===== src/rtl/oam_dma_ctrl_pkg.sv =====
// ----------------------------------------------------------------------------
// oam_dma_ctrl_pkg
// Shared constants and types for the OAM DMA controller.
//   dma_state_t            : controller state encoding (IDLE, START, READ, WRITE)
//   DMA_REG_ADDR_DEFAULT   : CPU-visible trigger/page register address
//   OAM_BASE_DEFAULT       : destination base address of the OAM copy
//   DMA_LEN_DEFAULT        : bytes moved per transfer
// ----------------------------------------------------------------------------
package oam_dma_ctrl_pkg;

    typedef enum logic [1:0] {
        StIdle  = 2'd0,
        StStart = 2'd1,
        StRead  = 2'd2,
        StWrite = 2'd3
    } dma_state_t;

    localparam logic [15:0] DMA_REG_ADDR_DEFAULT = 16'hFF46;
    localparam logic [15:0] OAM_BASE_DEFAULT     = 16'hFE00;
    localparam int unsigned DMA_LEN_DEFAULT      = 160;

endpackage


===== src/rtl/oam_dma_ctrl.sv =====
// ----------------------------------------------------------------------------
// oam_dma_ctrl
// OAM DMA engine sharing a single memory port with the CPU. A CPU write to the
// DMA register latches a source page and copies DMA_LEN bytes from
// {page, idx} to OAM_BASE + idx, two cycles per byte, after a one-cycle START.
// While a transfer runs the CPU is stalled for every access except the DMA
// register itself, which is handled locally and never reaches memory.
//
// Ports
//   clk_i        system clock, rising edge
//   rst_i        asynchronous active-high reset
//   cpu_addr_i   CPU address
//   cpu_wdata_i  CPU write data
//   cpu_re_i     CPU read strobe
//   cpu_we_i     CPU write strobe
//   cpu_rdata_o  data returned to the CPU
//   cpu_stall_o  CPU access not granted this cycle
//   mem_addr_o   shared memory address
//   mem_wdata_o  shared memory write data
//   mem_re_o     shared memory read strobe
//   mem_we_o     shared memory write strobe
//   mem_rdata_i  memory read data, same cycle as mem_re_o
//   dma_busy_o   high whenever a transfer is in progress
// ----------------------------------------------------------------------------
module oam_dma_ctrl
    import oam_dma_ctrl_pkg::*;
#(
    parameter logic [15:0] DMA_REG_ADDR = DMA_REG_ADDR_DEFAULT,
    parameter logic [15:0] OAM_BASE     = OAM_BASE_DEFAULT,
    parameter int unsigned DMA_LEN      = DMA_LEN_DEFAULT
) (
    input  logic        clk_i,
    input  logic        rst_i,
    input  logic [15:0] cpu_addr_i,
    input  logic [7:0]  cpu_wdata_i,
    input  logic        cpu_re_i,
    input  logic        cpu_we_i,
    output logic [7:0]  cpu_rdata_o,
    output logic        cpu_stall_o,
    output logic [15:0] mem_addr_o,
    output logic [7:0]  mem_wdata_o,
    output logic        mem_re_o,
    output logic        mem_we_o,
    input  logic [7:0]  mem_rdata_i,
    output logic        dma_busy_o
);

    localparam logic [7:0] LastIdx = 8'(DMA_LEN - 1);

    dma_state_t state_q, state_d;
    logic [7:0] page_q, page_d;
    logic [7:0] idx_q, idx_d;
    logic [7:0] data_q, data_d;

    logic reg_hit;
    logic reg_wr;
    logic cpu_req;
    logic busy;

    assign reg_hit = (cpu_addr_i == DMA_REG_ADDR);
    assign reg_wr  = reg_hit & cpu_we_i;
    assign cpu_req = cpu_re_i | cpu_we_i;
    assign busy    = (state_q != StIdle);

    // ------------------------------------------------------------------------
    // Next-state logic
    // ------------------------------------------------------------------------
    always_comb begin
        state_d = state_q;
        page_d  = page_q;
        idx_d   = idx_q;
        data_d  = data_q;

        case (state_q)
            StIdle: begin
                state_d = StIdle;
            end
            StStart: begin
                state_d = StRead;
            end
            StRead: begin
                data_d  = mem_rdata_i;
                state_d = StWrite;
            end
            StWrite: begin
                if (idx_q == LastIdx) begin
                    state_d = StIdle;
                end else begin
                    idx_d   = idx_q + 8'd1;
                    state_d = StRead;
                end
            end
            default: begin
                state_d = StIdle;
            end
        endcase

        // A register write wins over everything, restarting any running copy.
        if (reg_wr) begin
            page_d  = cpu_wdata_i;
            idx_d   = 8'd0;
            state_d = StStart;
        end
    end

    always_ff @(posedge clk_i or posedge rst_i) begin
        if (rst_i) begin
            state_q <= StIdle;
            page_q  <= 8'h00;
            idx_q   <= 8'h00;
            data_q  <= 8'h00;
        end else begin
            state_q <= state_d;
            page_q  <= page_d;
            idx_q   <= idx_d;
            data_q  <= data_d;
        end
    end

    // ------------------------------------------------------------------------
    // Memory port mux and CPU handshake
    // ------------------------------------------------------------------------
    always_comb begin
        mem_addr_o  = cpu_addr_i;
        mem_wdata_o = cpu_wdata_i;
        mem_re_o    = 1'b0;
        mem_we_o    = 1'b0;
        cpu_stall_o = 1'b0;
        cpu_rdata_o = mem_rdata_i;

        case (state_q)
            StIdle: begin
                // Pass-through; the DMA register is serviced locally.
                mem_re_o = cpu_re_i & ~reg_hit;
                mem_we_o = cpu_we_i & ~reg_hit;
            end
            StStart: begin
                mem_addr_o  = 16'h0000;
                mem_wdata_o = 8'h00;
                cpu_stall_o = cpu_req & ~reg_hit;
            end
            StRead: begin
                mem_addr_o  = {page_q, idx_q};
                mem_wdata_o = 8'h00;
                mem_re_o    = 1'b1;
                cpu_stall_o = cpu_req & ~reg_hit;
            end
            StWrite: begin
                // idx never exceeds DMA_LEN-1, so the sum stays inside OAM.
                mem_addr_o  = OAM_BASE + {8'h00, idx_q};
                mem_wdata_o = data_q;
                mem_we_o    = 1'b1;
                cpu_stall_o = cpu_req & ~reg_hit;
            end
            default: begin
                mem_addr_o = cpu_addr_i;
            end
        endcase

        if (reg_hit && cpu_re_i) begin
            cpu_rdata_o = page_q;
        end
    end

    assign dma_busy_o = busy;

endmodule


===== config.mk =====
export PLATFORM = sky130hd
export DESIGN_NAME = oam_dma_ctrl
export DESIGN_NICKNAME = d
export VERILOG_FILES = /design/src/rtl/oam_dma_ctrl_pkg.sv /design/src/rtl/oam_dma_ctrl.sv
export SDC_FILE = /design/constraint.sdc
export NUM_CORES = 1
export LEC_CHECK = 0
export ABC_AREA = 1
export CORE_MARGIN = 5
export CORE_UTILIZATION = 30
export CTS_BUF_LIST = sky130_fd_sc_hd__clkbuf_16
export CTS_CLUSTER_DIAMETER = 40
export DETAILED_ROUTE_END_ITERATION = 7
export DONT_BUFFER_PORTS = 1
export PLACE_DENSITY = 0.42
export REMOVE_ABC_BUFFERS = 1
export SLEW_MARGIN = 30
export SYNTH_ARGS = -nofsm -noshare
export SYNTH_HDL_FRONTEND = slang
export SYNTH_SLANG_ARGS = --single-unit

===== constraint.sdc =====
create_clock -name clk_i -period 2.3 [get_ports clk_i]
set_clock_uncertainty 0.15 [all_clocks]
set_input_delay 0.46 -clock clk_i [delete_from_list [all_inputs] [get_ports clk_i]]
set_output_delay 0.46 -clock clk_i [all_outputs]
set_load 0.01 [all_outputs]

==> parameters.txt, run 1 <==
Parameter                              Value

Clock network
  Clk_lat worst skew    0.26 ns
  CTS tree    done
  Hold buffer count at CTS    0
  CTS H-tree lvls    1
  Clock transition at path regs    around 0.070 ns
  Clock Tree Root    sky130_fd_sc_hd__clkbuf_16
  Post-CTS setup-driven buffer insertion count    0
  Quantity of gates resized following cts    0
  Number of buffers created by CTS    3
  Maximum buffer depth of the clock tree    2
  Clock sink count    26

Power
  Power density normalized to cell area    between 1000 and 1500 nW/um^2
  Leak Pwr    1.13 nW
  Maximum vdd ir drop    0.482 mV

Timing
  Count of final max-slew check failures    0
  RSZ-0062 raised after global routing    yes
  Final TNS setup    0 ns
  Final count of negative-setup-slack endpoints    0
  Final Critical Period    2.19 ns
  Maximum clock frequency    0.457 GHz
  Count of final hold-check violations    11
  Worst-case hold slack    -0.00601 ns
  Part of the cycle the worst path needs    0.951
  Transition time at the pin with the least slew margin    0.514 ns
  Max-slew headroom    0.656

Logic synthesis
  Post-synth design cell area    about 1800 sq um
  Share of Yosys cell area claimed by the top area cell type    0.359
  Synth Area per Inst    6.85 sq um
  Number of flops mapped to enable cells by yosys    0
  Cell variety after synth    22
  Sequential cell area fraction in the yosys report    0.359
  Synth area leaders    sky130_fd_sc_hd__dfrtp_1 36%, sky130_fd_sc_hd__nand2_1 12%, sky130_fd_sc_hd__o21ai_0 10%
  Leading register cell type out of synthesis    sky130_fd_sc_hd__dfrtp_1
  Number of instances in the synthesized netlist    265
  Post-synth top cells    56 x sky130_fd_sc_hd__nand2_1, 45 x sky130_fd_sc_hd__inv_1, 37 x sky130_fd_sc_hd__o21ai_0
  Total number of yosys warnings    0
  Share of flip-flops with an asynchronous set or reset    1.00
  Number of register bits inferred by synthesis    26
  Most used standard cell by instance count after synthesis    sky130_fd_sc_hd__nand2_1
  Library cell occupying the most area in the post-synthesis netlist    sky130_fd_sc_hd__dfrtp_1

Placement
  Cell count after placement    361
  Port buffer count    0
  Post-DP HPWL    approximately 4300 um
  Gpl congestion    0.848

Detailed routing
  Total wire length after detailed routing    5600 um
  Via Count    1,730
  Final antenna-violating net count    0
  Router iterations before antenna repair    4
  Vias per cell    4.74
  DR iter-0 viols    between 100 and 150
  Number of DRC violations after detailed routing    0
  Per-cell routed wire length    15.3 um

Critical path
  Crit path max-delay cell type    sky130_fd_sc_hd__dfrtp_1
  Most repeated library cell on the critical path    sky130_fd_sc_hd__buf_4
  Start-to-end type of the worst setup path    reg2out
  Delay of the slowest cell on the worst path    0.39 ns
  Critical Path Fanout Max    8
  Category of the worst setup path launch point    register
  WP buf/inv    3
  Critical Path RT    1.69 ns
  Family with the most delay on the worst path    buffers and inverters
  Endpoint type of the worst setup path    primary output
  Critical Path, Cell by Cell    inv_2, ha_1, o21ai_1, buf_4, o21ai_0, buf_4
  Number of cells on the critical path    6
  Worst EP arrival    1.58 ns
  Cells on worst reg2reg path    8

Layout
  Share of post-route cells with drive strength above 1    0.186
  Multi-input logic area    ~950 sq um
  Register area    652 sq um
  Count of antenna diodes in the layout    0
  Filler instances    646
  Signed area change from the synthesized netlist to the final layout    22.1%
  Net count of the finished layout    333
  Non-filler instance count after layout    365

Floorplanning
  Placement row count    28
  Initial standard-cell utilization of the core    0.308
  Overall die area    a little under 8000 sq um
  I/O pin total    72
  Height of the die    87.8 um
  Die extent in x    87.8 um
  Placeable core area    5890 sq um

Global route
  Total congestion overflow    0
  Most Crowded Layer GR    met2
  Vias in the first global route    1,757
  Initial antenna violation count    0
  Wire length of the first global-routing pass    9040 um
  Met1 layer usage reported by global route    0.198
  Global routing usage summed across all routing layers    0.154
  Largest net degree at the start of global routing    27
  Global-route track usage on met2    0.251
  Met3 track demand over resource in global routing    0.0564

Worst hold path
  Path type of the worst min-delay path    in2async

Flow run
  Reported max-cap violation count    0

Status
  Run status    complete, but fails checks
  Violated checks    hold timing
kinds of logic (layout without fill, tap and decap cells):
kind of cell / Yosys count / in the layout / synth area share
AO/OA/AOI/OAI: 52 / 52 / 0.152
XOR/XNOR: 3 / 3 / 0.0145
adder cells (fa/ha/maj): 6 / 6 / 0.0414
AND/OR/NAND/NOR: 122 / 122 / 0.309
flip-flops: 26 / 26 / 0.359
buffers and inverters: 56 / 81 / 0.125
cells in the final DEF, fill, tap and decap left out:
master	netlist	layout
sky130_fd_sc_hd__nand2_1	56	56
sky130_fd_sc_hd__inv_1	45	43
sky130_fd_sc_hd__o21ai_0	37	31
sky130_fd_sc_hd__buf_4	0	31
sky130_fd_sc_hd__nand3_1	26	26
sky130_fd_sc_hd__dfrtp_1	26	25
sky130_fd_sc_hd__nor2_1	21	21
sky130_fd_sc_hd__o21ai_1	4	9
sky130_fd_sc_hd__nand4_1	8	8
sky130_fd_sc_hd__ha_1	6	6
sky130_fd_sc_hd__o22ai_1	6	5
sky130_fd_sc_hd__nand2_2	4	4
sky130_fd_sc_hd__nor2_2	3	3
sky130_fd_sc_hd__o21ai_2	2	3
sky130_fd_sc_hd__xor2_1	3	3
sky130_fd_sc_hd__clkbuf_16	0	3
sky130_fd_sc_hd__nand3_2	2	2
sky130_fd_sc_hd__a21oi_1	3	2
sky130_fd_sc_hd__inv_2	0	2
sky130_fd_sc_hd__o22ai_2	0	1
sky130_fd_sc_hd__a21oi_2	0	1
sky130_fd_sc_hd__nor2_8	1	1
sky130_fd_sc_hd__nor3b_1	1	1
sky130_fd_sc_hd__bufinv_16	0	1
sky130_fd_sc_hd__buf_6	0	1
sky130_fd_sc_hd__dfrtp_2	0	1
layer usage:
| layer | share of wire | up-vias |
|---|---|---|
| met5 | 0 | - |
| met4 | 0.0052 | 0 |
| met3 | 0.074 | 2 |
| met2 | 0.48 | 44 |
| met1 | 0.44 | 785 |
| li1 | - | 899 |
power breakdown:
| group | internal, mW | total [mW] | switching [mW] |
|---|---|---|---|
| sequential | 0.586 | 0.683 | 0.0969 |
| combinational | 0.581 | 1.40 | 0.820 |
| clock | 0.347 | 0.514 | 0.167 |
metrics by stage:
step | cell area (sq um) | setup WS [ns] | hold WS (ns) | utilization | power, mW
CTS | 2200 | 0.0172 | 0.0133 | 0.373 | 2.58
detailed placement | 2090 | 0.205 | 0.298 | 0.355 | 2.06
floorplan | 1760 | -0.223 | 0.304 | - | 1.41
global placement | 2090 | 0.269 | 0.296 | 0.355 | 2.07
global route | 2210 | -0.00727 | 0.0385 | 0.376 | 2.83
finish | 2210 | 0.113 | -0.00601 | 0.376 | 2.60
worst paths after layout:
kind / startpoint / slack, ns / endpoint
setup / recovery: state_q[0]$_DFF_PP0_ / 0.11 / mem_addr_o[10]
hold / removal: rst_i / -0.006 / idx_q[1]$_DFFE_PP0P_
setup reg to reg: idx_q[0]$_DFFE_PP0P_ / 0.52 / idx_q[0]$_DFFE_PP0P_
hold reg to reg: data_q[2]$_DFFE_PP0N_ / 0.34 / data_q[2]$_DFFE_PP0N_
max in group asynchronous: rst_i / 1.72 / state_q[1]$_DFF_PP0_
min in group clk_i: mem_rdata_i[4] / 0.19 / data_q[4]$_DFFE_PP0N_
flip-flops by register name, summed over array words and instances, names as in the netlist:
register and flops:
page_q 8, state_q 2, idx_q 8, data_q 8
final cells by class:
cell class | instances | share of cell area
multi-input cells | 183 | 0.429
inverters | 45 | 0.0763
clock buffers | 3 | 0.0339
well taps | 75 | 0.0424
repair buffers | 32 | 0.110
clock inverters | 1 | 0.0136
flip-flops and latches | 26 | 0.294
worst register-to-register path, stage by stage (launching register included):
cell and delay (ns):
sky130_fd_sc_hd__dfrtp_1 0.39, sky130_fd_sc_hd__ha_1 0.20, sky130_fd_sc_hd__nand2_1 0.08, sky130_fd_sc_hd__nor2_1 0.21
sky130_fd_sc_hd__nand3_1 0.10, sky130_fd_sc_hd__nand2_1 0.20, sky130_fd_sc_hd__inv_1 0.16, sky130_fd_sc_hd__nand3_1 0.11
sky130_fd_sc_hd__nand2_1 0.06
No activity file was read; power rests on OpenSTA's default activity.
==> inputs of run 2 (changes only) <==
PLACE_DENSITY = 0.55   (was 0.42)
==> parameters.txt, run 2 (synthesis gave the netlist of run 1 again) <==
Parameter                              Value

Status
  Run status    complete, but fails checks
  Violated checks    hold timing

Timing
  Max-slew headroom    0.678 (+0.0213)
  Final count of negative-setup-slack endpoints    0 (unchanged)
  Count of final max-slew check failures    0 (unchanged)
  Final Critical Period    2.20 ns (+0.00996 ns)
  Worst path setup slack after routing    0.104 ns (-0.00996 ns)
  Worst-case hold slack    -0.00472 ns (+0.00129 ns)
  Transition time at the pin with the least slew margin    0.483 ns (-0.0315 ns)
  Final TNS setup    0 ns (unchanged)
  Count of final hold-check violations    5 (-6)
  Maximum clock frequency    0.455 GHz (-0.45%)
  Part of the cycle the worst path needs    0.955 (+0.00433)

Critical path
  Endpoint type of the worst setup path    primary output
  Worst EP arrival    1.59 ns (about the same)
  Category of the worst setup path launch point    register
  Flop2flop setup slack    0.53 ns (about the same)
  Critical Path RT    1.69 ns (about the same)
  Launch point of the worst path    state_q[0]$_DFF_PP0_
  Critical Path Fanout Max    6 (-2)
  Start-to-end type of the worst setup path    reg2out
  Critical register-to-register path startpoint    idx_q[1]$_DFFE_PP0P_

Floorplanning
  Initial standard-cell utilization of the core    0.308 (unchanged)
  I/O pin total    72 (unchanged)
  Placement row count    28 (unchanged)
  Height of the die    87.8 um (unchanged)
  Die extent in x    87.8 um (unchanged)
  Overall die area    7700 sq um (unchanged)
  Placeable core area    5890 sq um (unchanged)

Clock network
  Number of buffers created by CTS    3 (unchanged)
  Maximum buffer depth of the clock tree    2 (unchanged)
  CTS H-tree lvls    1 (unchanged)
  Clk_lat worst skew    0.26 ns (about the same)
  Clock Tree Root    sky130_fd_sc_hd__clkbuf_16
  Clock transition at path regs    0.07 ns (about the same)
  CTS tree    done
  Hold buffer count at CTS    0 (unchanged)
  Clock sink count    26 (unchanged)

Detailed routing
  Met2 WL    2610 um (-2.0%)
  Highest Signal Layer    met4
  WL met1    2420 um (-2.7%)
  DR iter-0 viols    125 (+16%)
  Number of DRC violations after detailed routing    0 (unchanged)
  Vias per cell    4.84 (+2.1%)
  Via Count    1,776 (+2.7%)
  Final antenna-violating net count    0 (unchanged)
  Met3 wire length    444 um (+7.2%)
  Router iterations before antenna repair    4 (unchanged)
  Total wire length after detailed routing    5510 um (-1.6%)
  Per-cell routed wire length    15.0 um (-2.2%)

Layout
  Most frequent standard cell in the layout excluding fill and tap cells    sky130_fd_sc_hd__nand2_1
  Filler instances    637 (-1.4%)
  Share of post-route cells with drive strength above 1    0.192 (+0.00557)
  Largest registers ranked by flip-flop count    data_q (8), idx_q (8), page_q (8)
  Net count of the finished layout    335 (+0.60%)
  Signed area change from the synthesized netlist to the final layout    22.8%
  Count of antenna diodes in the layout    0 (unchanged)
  Most frequent cells in the layout    56 x sky130_fd_sc_hd__nand2_1, 43 x sky130_fd_sc_hd__inv_1, 32 x sky130_fd_sc_hd__buf_4, 29 x sky130_fd_sc_hd__o21ai_0

Global route
  Initial antenna violation count    0 (unchanged)
  Wire length of the first global-routing pass    8830 um (-2.4%)
  Global routing usage summed across all routing layers    0.147 (-0.00667)
  Vias in the first global route    1,756 (-0.057%)
  Largest net degree at the start of global routing    27 (unchanged)
  Total congestion overflow    0 (unchanged)

Worst hold path
  Path type of the worst min-delay path    in2async

Placement
  Gpl congestion    0.766 (-9.6%)
  Port buffer count    0 (unchanged)
  Worst slack after detailed placement    0.208 ns (+0.00291 ns)
  Post-DP HPWL    4170 um (-4.2%)

Power
  Power density normalized to cell area    1150 nW/um^2 (-1.6%)
  Maximum vdd ir drop    0.481 mV (-0.20%)
  Leak Pwr    1.14 nW (+0.58%)

Flow run
  Reported max-cap violation count    0 (unchanged)
-- run 2: worst max-delay path, cell delays in order (launching register included) --
cell                      delay (ns)
sky130_fd_sc_hd__dfrtp_1        0.38
sky130_fd_sc_hd__inv_2          0.07
sky130_fd_sc_hd__ha_1           0.25
sky130_fd_sc_hd__o21ai_2        0.22
sky130_fd_sc_hd__buf_6          0.17
sky130_fd_sc_hd__o22ai_1        0.08
sky130_fd_sc_hd__buf_4          0.15
-- run 2: timing repair --
item                                    CTS  global route
endpoints found under the hold margin     0             0
buffers inserted                          1             0
gates resized for setup                   0            20
gates cloned                              0             1
endpoints found under the setup margin    1            22
pin swaps                                 0             1
-- run 2: path summary, 6_finish.rpt --
kind,end,depth (start not counted)
min,idx_q[3]$_DFFE_PP0P_,2
max in group asynchronous,page_q[0]$_DFFE_PP0P_,2
max,mem_addr_o[2],6
min reg2reg,data_q[7]$_DFFE_PP0N_,2
max reg2reg,idx_q[1]$_DFFE_PP0P_,8
min in group clk_i,data_q[4]$_DFFE_PP0N_,2
-- run 2: where the power goes --
part	leakage [nW]	internal (mW)	total, mW	switching [mW]
Clock	0.0385	0.233	0.396	0.163
Sequential	0.340	0.584	0.680	0.0962
Combinational	0.759	0.645	1.49	0.848
-- run 2: layout make-up --
cell class / count / area [sq um] / share of cell area
clock buffer: 3 / 75.1 / 0.0337
multi-input combinational: 183 / 963 / 0.433
timing repair buffer: 34 / 272 / 0.122
inverter: 45 / 169 / 0.0758
tap: 75 / 93.8 / 0.0421
sequential: 26 / 651 / 0.292
clock inverter: 1 / 3.75 / 0.00169
-- run 2: metal layers --
metal / vias up / GRT usage
li1: 907 / -
met2: 61 / 0.241
met1: 806 / 0.193
met4: 0 / 0.0293
met5: - / 0
met3: 2 / 0.0433
-- run 2: stage by stage --
stage               utilization  hold slack [ns]  instances  cell area (sq um)  total power, mW
finish                    0.378         -0.00472        367               2230             2.57
global route              0.378           0.0374        367               2230             2.78
CTS                       0.370           0.0158        366               2180             2.46
detailed placement        0.355            0.295        361               2090             2.04
global placement          0.355            0.295        361               2090             2.03
floorplan                     -            0.304        254               1760             1.41
